**config.mk**
```make
export PLATFORM = sky130hd
export DESIGN_NAME = decode_stage
export DESIGN_NICKNAME = d
export VERILOG_FILES = /design/src/rtl/decode_pkg.sv /design/src/rtl/decode_stage_cond_eval.sv /design/src/rtl/decode_stage.sv
export SDC_FILE = /design/constraint.sdc
export NUM_CORES = 1
export LEC_CHECK = 0
export ABC_AREA = 0
export BUFFER_PORTS_ARGS = -buffer_cell sky130_fd_sc_hd__buf_2
export CAP_MARGIN = 30
export CORE_MARGIN = 4
export CORE_UTILIZATION = 40
export CTS_BUF_LIST = sky130_fd_sc_hd__clkbuf_8 sky130_fd_sc_hd__clkbuf_16
export DETAILED_ROUTE_END_ITERATION = 8
export PLACE_DENSITY = 0.75
export SYNTH_ARGS = -nofsm -noshare
export SYNTH_HDL_FRONTEND = slang
export SYNTH_SLANG_ARGS = --single-unit
```
**constraint.sdc**
```tcl
create_clock -name clk -period 2.5 [get_ports clk]
set_input_delay 0.5 -clock clk [delete_from_list [all_inputs] [get_ports clk]]
set_output_delay 0.5 -clock clk [all_outputs]
set_load 0.02 [all_outputs]
```
**src/rtl/decode_pkg.sv**
```systemverilog
// decode_pkg -- shared constants for the decode stage.
//   cond_e         : ARM condition codes (instr[31:28])
//   alu_op_e       : ARM data-processing opcodes (ALU_OP encoding)
//   instr_class_e  : instruction class from instr[27:25]
//   AM_*           : ID_AM addressing-mode encodings
package decode_pkg;

  typedef enum logic [3:0] {
    COND_EQ = 4'b0000, COND_NE = 4'b0001, COND_CS = 4'b0010, COND_CC = 4'b0011,
    COND_MI = 4'b0100, COND_PL = 4'b0101, COND_VS = 4'b0110, COND_VC = 4'b0111,
    COND_HI = 4'b1000, COND_LS = 4'b1001, COND_GE = 4'b1010, COND_LT = 4'b1011,
    COND_GT = 4'b1100, COND_LE = 4'b1101, COND_AL = 4'b1110, COND_NV = 4'b1111
  } cond_e;

  typedef enum logic [3:0] {
    ALU_AND = 4'b0000, ALU_EOR = 4'b0001, ALU_SUB = 4'b0010, ALU_RSB = 4'b0011,
    ALU_ADD = 4'b0100, ALU_ADC = 4'b0101, ALU_SBC = 4'b0110, ALU_RSC = 4'b0111,
    ALU_TST = 4'b1000, ALU_TEQ = 4'b1001, ALU_CMP = 4'b1010, ALU_CMN = 4'b1011,
    ALU_ORR = 4'b1100, ALU_MOV = 4'b1101, ALU_BIC = 4'b1110, ALU_MVN = 4'b1111
  } alu_op_e;

  typedef enum logic [2:0] {
    CLS_DP_REG = 3'b000,
    CLS_DP_IMM = 3'b001,
    CLS_LS_IMM = 3'b010,
    CLS_LS_REG = 3'b011,
    CLS_BRANCH = 3'b101
  } instr_class_e;

  localparam logic [1:0] AM_IMM32  = 2'b00;  // rotated immediate
  localparam logic [1:0] AM_SHREG  = 2'b01;  // shifted register
  localparam logic [1:0] AM_IMM12  = 2'b10;  // 12-bit immediate offset
  localparam logic [1:0] AM_REGOFF = 2'b11;  // register offset

endpackage

```
**src/rtl/decode_stage_cond_eval.sv**
```systemverilog
// cond_eval -- ARM condition-code evaluator.
//   instr_i31_i28 : condition field of the instruction in IF/ID
//   NZCV          : flags {N,Z,C,V}
//   cond          : 1 when the condition passes
module cond_eval
  import decode_pkg::*;
(
  input  logic [3:0] instr_i31_i28,
  input  logic [3:0] NZCV,
  output logic       cond
);

  logic n, z, c, v;
  assign {n, z, c, v} = NZCV;

  always_comb begin
    cond = 1'b0;
    case (cond_e'(instr_i31_i28))
      COND_EQ: cond = z;
      COND_NE: cond = ~z;
      COND_CS: cond = c;
      COND_CC: cond = ~c;
      COND_MI: cond = n;
      COND_PL: cond = ~n;
      COND_VS: cond = v;
      COND_VC: cond = ~v;
      COND_HI: cond = c & ~z;
      COND_LS: cond = ~c | z;
      COND_GE: cond = (n == v);
      COND_LT: cond = (n != v);
      COND_GT: cond = ~z & (n == v);
      COND_LE: cond = z | (n != v);
      COND_AL: cond = 1'b1;
      default: cond = 1'b0;
    endcase
  end

endmodule

```
**src/rtl/decode_stage.sv**
```systemverilog
// decode_stage -- IF/ID pipeline register plus combinational instruction decode.
//   clk, reset (async, active-low)
//   E   : IF/ID load enable (0 = hold)      S : bubble select (zeroes control)
//   instr_in, next_pc, NZCV                 : fetch-side inputs and flags
//   instr_out, Next_PC                      : IF/ID registers
//   instr_i*_i*                             : field taps of instr_out
//   ALU_OP, ID_AM, ID_LOAD, ID_MEM_WRITE, ID_MEM_SIZE, ID_MEM_E,
//   STORE_CC, RF_E, ID_B, ID_BL             : decoded control
//   Branched, EX_BL_instr                   : taken branch / taken BL
// Build option: define BRANCH_FLUSH_EN to replace the instruction behind a
// taken branch with NOP_WORD; otherwise it executes as a delay slot.
module decode_stage
  import decode_pkg::*;
#(
  parameter logic [31:0] NOP_WORD = 32'h0000_0000
) (
  input  logic        clk,
  input  logic        reset,
  input  logic        E,
  input  logic        S,
  input  logic [31:0] instr_in,
  input  logic [31:0] next_pc,
  input  logic [3:0]  NZCV,
  output logic [31:0] instr_out,
  output logic [31:0] Next_PC,
  output logic [23:0] instr_i23_i0,
  output logic [3:0]  instr_i3_i0,
  output logic [3:0]  instr_i19_i16,
  output logic [3:0]  instr_i15_i12,
  output logic [11:0] instr_i11_i0,
  output logic [3:0]  instr_i31_i28,
  output logic [3:0]  ALU_OP,
  output logic [1:0]  ID_AM,
  output logic        ID_LOAD,
  output logic        ID_MEM_WRITE,
  output logic        ID_MEM_SIZE,
  output logic        ID_MEM_E,
  output logic        STORE_CC,
  output logic        RF_E,
  output logic        ID_B,
  output logic        ID_BL,
  output logic        Branched,
  output logic        EX_BL_instr
);

  logic cond;

  always_ff @(posedge clk or negedge reset) begin
    if (!reset) begin
      instr_out <= NOP_WORD;
      Next_PC   <= '0;
    end else begin
`ifdef BRANCH_FLUSH_EN
      if (Branched)
        instr_out <= NOP_WORD;
      else if (E)
        instr_out <= instr_in;
`else
      if (E)
        instr_out <= instr_in;
`endif
      if (E)
        Next_PC <= next_pc;
    end
  end

  assign instr_i23_i0  = instr_out[23:0];
  assign instr_i3_i0   = instr_out[3:0];
  assign instr_i19_i16 = instr_out[19:16];
  assign instr_i15_i12 = instr_out[15:12];
  assign instr_i11_i0  = instr_out[11:0];
  assign instr_i31_i28 = instr_out[31:28];

  // The all-zero word would otherwise decode as AND r0,r0,r0 with RF_E=1;
  // it is treated explicitly as a NOP so the reset/flush value is inert.
  always_comb begin
    ALU_OP       = '0;
    ID_AM        = '0;
    ID_LOAD      = 1'b0;
    ID_MEM_WRITE = 1'b0;
    ID_MEM_SIZE  = 1'b0;
    ID_MEM_E     = 1'b0;
    STORE_CC     = 1'b0;
    RF_E         = 1'b0;
    ID_B         = 1'b0;
    ID_BL        = 1'b0;
    if (instr_out != '0 && !S) begin
      case (instr_class_e'(instr_out[27:25]))
        CLS_DP_REG, CLS_DP_IMM: begin
          ALU_OP   = instr_out[24:21];
          STORE_CC = instr_out[20];
          ID_AM    = instr_out[25] ? AM_IMM32 : AM_SHREG;
          RF_E     = !(instr_out[24:21] inside {ALU_TST, ALU_TEQ, ALU_CMP, ALU_CMN});
        end
        CLS_LS_IMM, CLS_LS_REG: begin
          ID_MEM_E     = 1'b1;
          ID_LOAD      = instr_out[20];
          ID_MEM_WRITE = ~instr_out[20];
          ID_MEM_SIZE  = instr_out[22];
          ALU_OP       = instr_out[23] ? ALU_ADD : ALU_SUB;
          ID_AM        = instr_out[25] ? AM_REGOFF : AM_IMM12;
          RF_E         = instr_out[20];
        end
        CLS_BRANCH: begin
          ID_B  = ~instr_out[24];
          ID_BL = instr_out[24];
        end
        default: ;
      endcase
    end
  end

  cond_eval u_cond_eval (
    .instr_i31_i28 (instr_i31_i28),
    .NZCV          (NZCV),
    .cond          (cond)
  );

  assign Branched    = (ID_B | ID_BL) & cond;
  assign EX_BL_instr = ID_BL & cond;

endmodule

```
## Yosys cells after proc, flatten, opt, wreduce, memory -nomap -nowiden

Cells that the tools add are included.

| operators by class | value |
|---|---|
| add/sub/neg operators | 0 |
| multiply operators | 0 |
| div/mod/pow operators | 0 |
| magnitude comparators | 0 |
| equal/unequal tests | 24 |
| shift operators | 0 |
| muxes and demuxes | 24 |
| bitwise gates (word level) | 13 |
| reduce and logical (&&, ||, !) cells | 9 |

Operators with widths:

| cell | count |
|---|---|
| $eq A4 B4 Y1 const B | 11 |
| $reduce_bool A32 Y1 | 1 |
| $mux W1 | 17 |
| $eq A4 B3 Y1 const B | 4 |
| $pmux W1 S15 | 1 |
| $eq A4 B2 Y1 const B | 2 |
| $pmux W4 S2 | 1 |
| $eq A3 B2 Y1 const B | 2 |
| $not A1 Y1 | 6 |
| $and A1 B1 Y1 | 4 |
| $eq A4 B1 Y1 const B | 1 |
| $logic_not A4 Y1 | 1 |
| $mux W4 | 1 |
| $pmux W2 S2 | 1 |
| $reduce_bool A4 Y1 | 1 |
| $reduce_or A2 Y1 | 2 |
| $eq A3 B1 Y1 const B | 1 |
| $eq A3 B3 Y1 const B | 1 |
| $logic_not A3 Y1 | 1 |
| $mux W3 | 1 |
| $or A1 B1 Y1 | 3 |
| $logic_not A1 Y1 | 2 |
| $mux W2 | 1 |
| $pmux W1 S2 | 1 |
| 3 further kinds | 3 |

| storage, ports and cells | value |
|---|---|
| register bits | 64 |
| bits in latches | 0 |
| RAM bits | 0 |
| ROM bits | 0 |
| logic and storage cells | 72 |
| memories kept | 0 |

## Logic depth before layout (Yosys ltp)

Gate-level depths: netlist (run 1).

| logic depth | value |
|---|---|
| word-level depth | 5 |
| mapped depth | 7 |
| gate-level depth less buffers | 5 |

## By module

A second synthesis (run 1) with hierarchy kept.

| second synthesis, totals | value |
|---|---|
| cell total of the unflattened synthesis | 253 |
| area, all modules | 3219.3 um^2 |

By module, submodules not included:

| module | times used | cells an instance | area each (um^2) | seq. area each (um^2) |
|---|---|---|---|---|
| decode_stage | 1 | 225 | 3025.4 | 1601.5 |
| cond_eval | 1 | 28 | 193.9 | 0.0 |

## Worst setup path after synthesis (run 1)

OpenSTA, ideal clock, no wires.

| timing path | value |
|---|---|
| path kind | reg-to-output |
| start | reg instr_out[29] |
| end | out ID_AM[1] |
| data arrival time | 1.737 ns |
| required time | 2.000 ns |
| setup slack | 0.263 ns |
| cell stages (with the launch flop) | 8 |
| path buffers | 2 |
| cell sequence | dfrtp_1 > buf_2 > nor4_1 > nand4_1 > o21bai_1 > or3b_2 > inv_1 > buf_4 |

| on the way | value |
|---|---|
| word-level cells in the longest chain between the ends | 3 |

RTL lines:

| what | line | text |
|---|---|---|
| start, declared | decode_stage.sv:24 | `output logic [31:0] instr_out,` |
| start signal, assigned | decode_stage.sv:60 | `instr_out <= instr_in;` |
| $reduce_bool A32 Y1 | decode_stage.sv:87 | `if (instr_out != '0 && !S) begin` |
| $logic_and A1 B1 Y1 | decode_stage.sv:87 |  |
| $mux W2 | decode_stage.sv:87 |  |
| end, declared | decode_stage.sv:33 | `output logic [1:0] ID_AM,` |

Every way passes these cells.

## Worst setup path in the final report (run 1)

| timing path | value |
|---|---|
| start | reg instr_out[28] |
| end | out Branched |

| on the way | value |
|---|---|
| word-level cells in the longest chain between the ends | 5 |

RTL lines:

| what | line | text |
|---|---|---|
| $reduce_bool A32 Y1 | decode_stage.sv:87 |  |
| $logic_and A1 B1 Y1 | decode_stage.sv:87 |  |
| $mux W1 | decode_stage.sv:87 |  |
| $or A1 B1 Y1 | decode_stage.sv:119 | `assign Branched = (ID_B \| ID_BL) & cond;` |
| $and A1 B1 Y1 (*) | decode_stage.sv:119 |  |
| end, declared | decode_stage.sv:42 | `output logic Branched,` |

Mark *: on every way between the ends. The rest lies on a longest branch, timed or not.

==> results of run 1 <==
[path summary, 6_finish.rpt]
check                                            end  cells after the start                 startpoint  slack, ns
min reg2reg                   Next_PC[7]$_DFFE_PN0P_                      1     Next_PC[7]$_DFFE_PN0P_       0.50
max reg2reg                instr_out[28]$_DFFE_PN0P_                      3  instr_out[28]$_DFFE_PN0P_       1.31
min                          Next_PC[27]$_DFFE_PN0P_                      1                      reset       0.14
max                                         Branched                      6  instr_out[28]$_DFFE_PN0P_       0.04
max in group asynchronous  instr_out[28]$_DFFE_PN0P_                      2                      reset       1.74
min in group clk           instr_out[23]$_DFFE_PN0P_                      3               instr_in[23]       0.39
[stage by stage]
step	utilization	std cells
2_1_floorplan	-	262
6_report	0.566	536
3_3_place_gp	0.510	510
3_5_place_dp	0.510	510
4_1_cts	0.542	526
5_1_grt	0.566	536
[worst max-delay path, stage by stage (launching register included)]
cell	delay [ns]
dfrtp_2	0.46
or2b_1	0.23
o32a_1	0.32
a41o_1	0.23
nand4_1	0.12
and2_4	0.17
buf_6	0.11
[sequential cells by signal, indices dropped and copies added (netlist names)]
register / flops
Next_PC: 32
instr_out: 32
[logic make-up after synthesis]
kind of cell / Yosys count / share of synthesized area
AO/OA/AOI/OAI: 14 / 0.0287
XOR/XNOR: 3 / 0.00827
buffers and inverters: 69 / 0.152
flip-flops: 64 / 0.504
multiplexers: 63 / 0.222
AND/OR/NAND/NOR: 49 / 0.0850
[metal layers]
layer | vias up | GRT usage
met5 | - | 0
met4 | 0 | 0.0551
met3 | 7 | 0.0653
met2 | 116 | 0.286
met1 | 1212 | 0.195
li1 | 1193 | -
[power by group through the flow]
stage / combinational [W] / sequential (W) / clock [W]
floorplan: 0.000453 / 0.00137 / 0
global placement: 0.000786 / 0.00124 / 0
detailed placement: 0.000796 / 0.00125 / 0
CTS: 0.000804 / 0.00123 / 0.000969
global route: 0.000900 / 0.00125 / 0.00101
finish: 0.000843 / 0.00124 / 0.000931
[synthesized netlist by cell type (all sizes together), types with 2 or more instances]
library cell   n  area share
o32a           2      0.0067
nand2          7      0.0083
nor3           3      0.0047
or3b           2      0.0055
buf           63        0.14
mux2          61        0.22
a21oi          3      0.0047
nor4          10       0.020
dfrtp         64        0.50
mux2i          2      0.0063
o21ai          6      0.0094
inv            4      0.0047
clkbuf         2      0.0024
or2b           2      0.0047
nor2          10       0.012
nand4          4      0.0079
xor2           2      0.0055
nand3          2      0.0031
and2           6       0.013
[area by class of cell]
cell class / count / share of cell area
multi-input cells: 129 / 0.266
repair buffers: 222 / 0.286
clock inverters: 6 / 0.0195
flip-flops and latches: 64 / 0.368
inverters: 4 / 0.00343
well taps: 102 / 0.0292
clock buffers: 9 / 0.0283
[timing repair]
| action | 4_1_cts | 5_1_grt |
|---|---|---|
| hold buffers | 0 | 0 |
| endpoints found under the setup margin | 12 | 12 |
| pin swaps | 2 | 6 |
| resized for setup | 10 | 26 |
| setup buffers | 1 | 10 |
==> flow_summary.yaml, run 1 <==
grt:
  grt_overflow: 0
  antenna_found_initial: 0
  grt_first_pass_wirelength_um: 13000
  grt_pass1_vias: 2618
  grt_max_degree: 68
  grtUsageTotal: 0.168
sta:
  fmax_mhz: 407
  rsz0062_at_grt: "yes"
  setup_tns_ns: 0
  fin_crit_sh: 0.984
  setup-violations-final: 0
  maxSlewHeadroom: 0.653
  fin_crit_ns: 2.46
  whs_ns: 0.138
  finalHoldViolations: 0
  worstMarginPinSlew_ns: 0.520
  drv_slew: 0
  fin_ws_ns: 0.0400
  fin_skew_ns: 0
place:
  pre_cts_slack_ns: 0.249
  place_area_sq_mm: 0.00394
  io_buffers: 203
  gp_congestion: 0.788
  dp_hpwl_um: 6140
synthesis:
  postSynthCellCount: 262
  syn_area_sq_mm: 0.00318
  yosys_register_bits: 64
  ys_warn_count: 0
  avgSynthCellArea_sq_um: 12.1
  async_flop_share: 1.00
  ys.flop_type: "dfrtp_1"
  synth_fp_nets: 334
  synth-edff-count: 0
  synth_cell_types: 32
  yosysSeqAreaShare: 0.504
die:
  rows: 32
  die_x_um: 97.1
  boundaryPins: 204
  core_area_sq_mm: 0.00773
  die_area_sq_mm: 0.00944
  initial_core_util: 0.411
  die_h_um: 97.1
cells_and_area:
  nets: 502
  fillers: 685
  final_common_cell: "buf_2"
  diodes: 0
  final_cell_mix: "196 x buf_2, 61 x mux2_2, 59 x dfrtp_1"
  regArea_sq_mm: 0.00161
  stdcell_area_sq_mm: 0.00437
  drive_gt1_frac: 0.730
  area_delta_synth_final_pct: 37.6
  multi_input_area_sq_mm: 0.00116
drt:
  first_pass_iters: 4
  met2_length_um: 4150
  drt-met1-wl_um: 3160
  drt_iter0_markers: 82
  drc: 0
  viasPerCell: 4.72
  vias: 2528
  top_layer: "met4"
  dr_wl_met3_um: 790
  postRouteWirelength_um: 8190
  routedWlPerCell_um: 15.3
  drtAntennaViolNets: 0
run_status:
  status: "finished, final reports clean"
clock_tree:
  cts_root_buffer: "clkbuf_8"
  clk_pin_slew_ns: 0.07
  clk-insertion-delay-late_ns: 0.32
  clock_sink_count: 64
  htreeDepth: 3
  cts_max_path_buffers: 2
  numCtsBuffers: 9
  cts_tree: "built"
pwr:
  p_clk_frac: 0.309
  switching_share: 0.321
  power_switching_w: 0.000966
  cell_internal_pwr_w: 0.00204
  p_seq_frac: 0.410
  ir_worst_vdd_uv: 350
  leakagePower_nw: 2.19
  combPwrFrac: 0.280
  p_per_area_mw_per_mm2: 688
  power_w: 0.00301
setup_path:
  worstPathArrival_ns: 1.96
  worstSetupPathType: "reg2out"
  crit_fanout: 6
  cp_data_required_time_ns: 2.00
  worst_setup_path_start_kind: "register"
  end_kind: "primary output"
worst_hold_path:
  hp-class: "in2async"
run:
  maxCapViolCount: 0
Note: power is estimated with default switching activity, not from simulation.
==> run 2: changes to the inputs <==
RECOVER_POWER = 50   (was not set)
==> run 2 against run 1 <==
The run now ends with capacitance limit, slew limit left. Via count down 0.16%. Sequential share of layout area increased by 0.14 points. Clock power hardly changed. Utilization is 0.21 points lower. Count of clock-buffer cells in the layout unchanged. Clock skew unchanged. Sequential power about the same. Critical path type unchanged.
==> flow_summary.yaml, run 2 (synthesized netlist as in run 1, its figures left out) <==
setup_path:
  cp_data_required_time_ns: 2.00
  worstPathArrival_ns: 1.95
  worst_setup_path_start_kind: "register"
  critPathSlowestCell: "dfrtp_2"
  crit_family: "compound AO/OA/AOI/OAI gates"
  end_kind: "primary output"
  crit_chain: "or2b_1, o32a_1, a41o_1, nand4_1, and2_4, buf_6"
  crit_buf_inv: 1
  crit_fanout: 6
  worstSetupPathType: "reg2out"
  cpPeakStageDelay_ns: 0.46
sta:
  setup_tns_ns: 0
  setup-violations-final: 0
  whs_ns: 0.378
  maxSlewHeadroom: -0.0645
  fin_crit_sh: 0.979
  fin_crit_ns: 2.45
  finalHoldViolations: 0
  worstMarginPinSlew_ns: 1.60
  rsz0062_at_grt: "yes"
  fin_skew_ns: 0
  drv_slew: 68
  fmax_mhz: 409
die:
  die_area_sq_mm: 0.00944
  die_h_um: 97.1
  boundaryPins: 204
  die_x_um: 97.1
  core_area_sq_mm: 0.00773
  initial_core_util: 0.411
  rows: 32
drt:
  first_pass_iters: 4
  viasPerCell: 4.71
  postRouteWirelength_um: 8210
  routedWlPerCell_um: 15.3
  drt_iter0_markers: 72
  drc: 0
  drtAntennaViolNets: 0
  vias: 2524
clock_tree:
  cts_tree: "built"
  htreeDepth: 3
  postCtsHoldBufs: 0
  clock_sink_count: 64
  clk_pin_slew_ns: 0.07
  numCtsBuffers: 9
  clk-insertion-delay-late_ns: 0.33
  cts_root_buffer: "clkbuf_8"
  cts_max_path_buffers: 2
pwr:
  power_w: 0.00301
  p_per_area_mw_per_mm2: 691
  ir_worst_vdd_uv: 346
  leakagePower_nw: 2.18
cells_and_area:
  drive_gt1_frac: 0.728
  utilization: 0.564
  diodes: 0
  final_common_cell: "buf_2"
  area_delta_synth_final_pct: 37.1
  reg_top3: "Next_PC: 32 flops, instr_out: 32 flops"
  final_cell_mix: "195 x buf_2, 61 x mux2_2, 59 x dfrtp_1"
  nets: 502
  fillers: 688
grt:
  antenna_found_initial: 0
  grt_max_degree: 68
  grt_overflow: 0
  grt_pass1_vias: 2618
  grt_first_pass_wirelength_um: 13000
  grtUsageTotal: 0.168
place:
  gp_congestion: 0.788
  io_buffers: 203
  dp_hpwl_um: 6140
worst_hold_path:
  hp-class: "in2reg"
run_status:
  status: "finished, violations left"
  violations: "capacitance limit, slew limit"
run:
  maxCapViolCount: 1
==> run 2: cell count changes in the layout (fill, tap and decap cells not counted), sizes merged <==
cell and delta:
buf -2, clkbuf +2
==> run 2: through the flow <==
step | instance area, sq um | setup WS, ns | std cells
global placement | 3940 | 0.234 | 510
floorplan | 3180 | 0.263 | 262
detailed placement | 3940 | 0.249 | 510
global route | 4360 | -0.0569 | 536
CTS | 4190 | 0.00269 | 526
finish | 4360 | 0.0535 | 536
==> run 2: final timing paths <==
check / slack (ns) / depth (start not counted) / from / end
worst max-delay path: 0.05 / 6 / instr_out[28]$_DFFE_PN0P_ / Branched
worst min-delay path: 0.38 / 3 / instr_in[22] / instr_out[22]$_DFFE_PN0P_
worst max register to register: 1.31 / 3 / instr_out[28]$_DFFE_PN0P_ / instr_out[28]$_DFFE_PN0P_
worst min register to register: 0.51 / 1 / Next_PC[7]$_DFFE_PN0P_ / Next_PC[7]$_DFFE_PN0P_
max in group asynchronous: 1.23 / 2 / reset / instr_out[28]$_DFFE_PN0P_
min in group asynchronous: 0.42 / 1 / reset / Next_PC[27]$_DFFE_PN0P_
==> run 2: final cells by class <==
| type | count | area [sq um] | share of cell area |
|---|---|---|---|
| Sequential cell | 64 | 1610 | 0.369 |
| Timing Repair Buffer | 222 | 1230 | 0.283 |
| Clock inverter | 6 | 85.1 | 0.0195 |
| Tap cell | 102 | 128 | 0.0293 |
| Clock buffer | 9 | 124 | 0.0284 |
| Inverter | 4 | 15.0 | 0.00345 |
| Multi-Input combinational cell | 129 | 1160 | 0.267 |
==> run 2: worst register-to-register path: cells and delay by family (launching register included) <==
family	cells	cell delay, ns
flops	1	0.46
buf+inv	2	0.36
mux	1	0.25
==> run 2: per-layer routing <==
layer | vias to the layer above | part of all wire | track usage
met5 | - | 0 | 0
met4 | 0 | 0.011 | 0.0551
met3 | 7 | 0.093 | 0.0653
met2 | 111 | 0.51 | 0.286
met1 | 1213 | 0.39 | 0.195
li1 | 1193 | - | -
==> run 2: report_power, final <==
part | switching, W | internal (W) | total (W)
clock | 0.000381 | 0.000552 | 0.000933
combinational | 0.000492 | 0.000352 | 0.000844
sequential | 0.0000949 | 0.00114 | 0.00124
==> run 2: timing repair <==
action	in CTS	in global routing
hold endpoints to repair	0	0
buffers inserted	1	10
pin swaps	2	6
resized for setup	10	26
setup endpoints to repair	12	12
==> run 3: changes to the inputs <==
CELL_PAD_IN_SITES_DETAIL_PLACEMENT = 1   (was not set)
CELL_PAD_IN_SITES_GLOBAL_PLACEMENT = 1   (was not set)
CORE_UTILIZATION = 31   (was 40)
PLACE_DENSITY = 0.79   (was 0.75)
==> run 3 against run 2 <==
The flow still finishes with violations (capacitance limit, slew limit). Cell count grew 6.3%. Utilization shrank 12 points. Wire length grew 16%. Largest cell class unchanged.
==> flow_summary.yaml, run 3 (synthesized netlist as in run 1, its figures left out) <==
setup_path:
  worstPathArrival_ns: 1.99
  r2r_start: "instr_out[31]$_DFFE_PN0P_"
  crit_fanout: 3
  worst_setup_path_start_kind: "register"
  end_kind: "primary output"
  cp_data_required_time_ns: 2.00
  worstSetupPathType: "reg2out"
  startpoint: "instr_out[9]$_DFFE_PN0P_"
cells_and_area:
  utilization: 0.447
  final_cell_mix: "194 x buf_2, 63 x dfrtp_1, 60 x mux2_2"
  stdcell_count: 570
  drive_gt1_frac: 0.719
  nets: 504
  fillers: 1142
  area_delta_synth_final_pct: 38.7
  final_common_cell: "buf_2"
  diodes: 0
  reg_top3: "Next_PC: 32 flops, instr_out: 32 flops"
sta:
  fin_crit_sh: 0.997
  rsz0062_at_grt: "yes"
  maxSlewHeadroom: -0.0777
  finalHoldViolations: 0
  setup_tns_ns: 0
  drv_slew: 68
  setup-violations-final: 0
  worstMarginPinSlew_ns: 1.62
  fin_skew_ns: 0
  fmax_mhz: 401
  fin_crit_ns: 2.49
  fin_ws_ns: 0.00704
place:
  gp_congestion: 0.732
  dp_hpwl_um: 7070
  io_buffers: 203
  pre_cts_slack_ns: 0.197
  numPlacedInstances: 542
clock_tree:
  cts_tree: "built"
  htreeDepth: 3
  clk_pin_slew_ns: 0.07
  numCtsBuffers: 9
  clock_sink_count: 64
  cts_root_buffer: "clkbuf_8"
  cts_max_path_buffers: 2
  clk-insertion-delay-late_ns: 0.32
run_status:
  violations: "capacitance limit, slew limit"
  status: "finished, violations left"
drt:
  routedWlPerCell_um: 16.6
  drt_iter0_markers: 75
  first_pass_iters: 4
  vias: 2615
  viasPerCell: 4.59
  drtAntennaViolNets: 0
  drc: 0
  postRouteWirelength_um: 9480
grt:
  antenna_found_initial: 1
  grtUsageTotal: 0.152
  grt_overflow: 0
  grt_max_degree: 68
  grt_first_pass_wirelength_um: 14000
  grt_pass1_vias: 2707
worst_hold_path:
  hp-class: "in2reg"
  hp-start: "instr_in[22]"
die:
  boundaryPins: 204
  rows: 36
  core_area_sq_mm: 0.00986
  die_h_um: 109
  die_x_um: 109
  die_area_sq_mm: 0.0119
  initial_core_util: 0.322
pwr:
  leakagePower_nw: 2.20
  p_per_area_mw_per_mm2: 707
  ir_worst_vdd_uv: 289
run:
  maxCapViolCount: 1
## run 3: changes by cell type in the layout (fill, tap and decap cells not counted), sizes merged
cell,previous run,this run
dlymetal6s2s,1,0
clkbuf,11,16
clkinv,2,0
inv,4,6
buf,219,220
clkinvlp,2,0
## run 3: worst paths after layout
path                                             end  slack (ns)  cells after the start
hold reg to reg              Next_PC[26]$_DFFE_PN0P_        0.50                      1
hold / removal             instr_out[22]$_DFFE_PN0P_        0.38                      3
max in group asynchronous     Next_PC[1]$_DFFE_PN0P_        0.66                      2
setup reg to reg           instr_out[31]$_DFFE_PN0P_        1.52                      2
min in group asynchronous    Next_PC[27]$_DFFE_PN0P_        0.44                      1
setup / recovery                           ALU_OP[1]       0.007                      6
## run 3: area by class of cell
class | instances | area, sq um | share of cell area
well taps | 133 | 166 | 0.0377
clock inverters | 4 | 67.6 | 0.0153
flip-flops and latches | 64 | 1600 | 0.364
clock buffers | 12 | 165 | 0.0375
multi-input cells | 129 | 1190 | 0.269
repair buffers | 224 | 1210 | 0.274
inverters | 4 | 15.0 | 0.00341
## run 3: worst max-delay path, cell delays in order, from the launching register on
cell      delay (ns)
dfrtp_1         0.41
nor4_4          0.33
nand4_1         0.24
buf_4           0.20
o21ai_1         0.23
a211oi_1        0.09
buf_2           0.17
## run 3: power by group
part	internal, W	switching (W)
Combinational	0.000346	0.000504
Sequential	0.00114	0.0000993
Clock	0.000637	0.000391
## run 3: layer usage
| metal | global-route usage | up-vias | wire, um |
|---|---|---|---|
| met2 | 0.273 | 114 | 5120 |
| met1 | 0.173 | 1294 | 3520 |
| met4 | 0.0347 | 2 | 86 |
| li1 | - | 1194 | - |
| met3 | 0.0539 | 11 | 740 |
| met5 | 0 | - | 20 |
## run 3: per-stage QoR
step / total power, W / hold WS [ns] / instance area, sq um
floorplan: 0.00182 / 0.204 / 3180
global placement: 0.00203 / 0.485 / 3970
detailed placement: 0.00206 / 0.492 / 3970
finish: 0.00312 / 0.382 / 4410
CTS: 0.00313 / 0.162 / 4280
global route: 0.00329 / 0.367 / 4410
## run 3: repair_timing
item,4_1_cts,5_1_grt
gates resized for setup,9,25
setup endpoints to repair,14,14
setup buffers,4,8
hold buffers,0,0
pin swaps,4,5
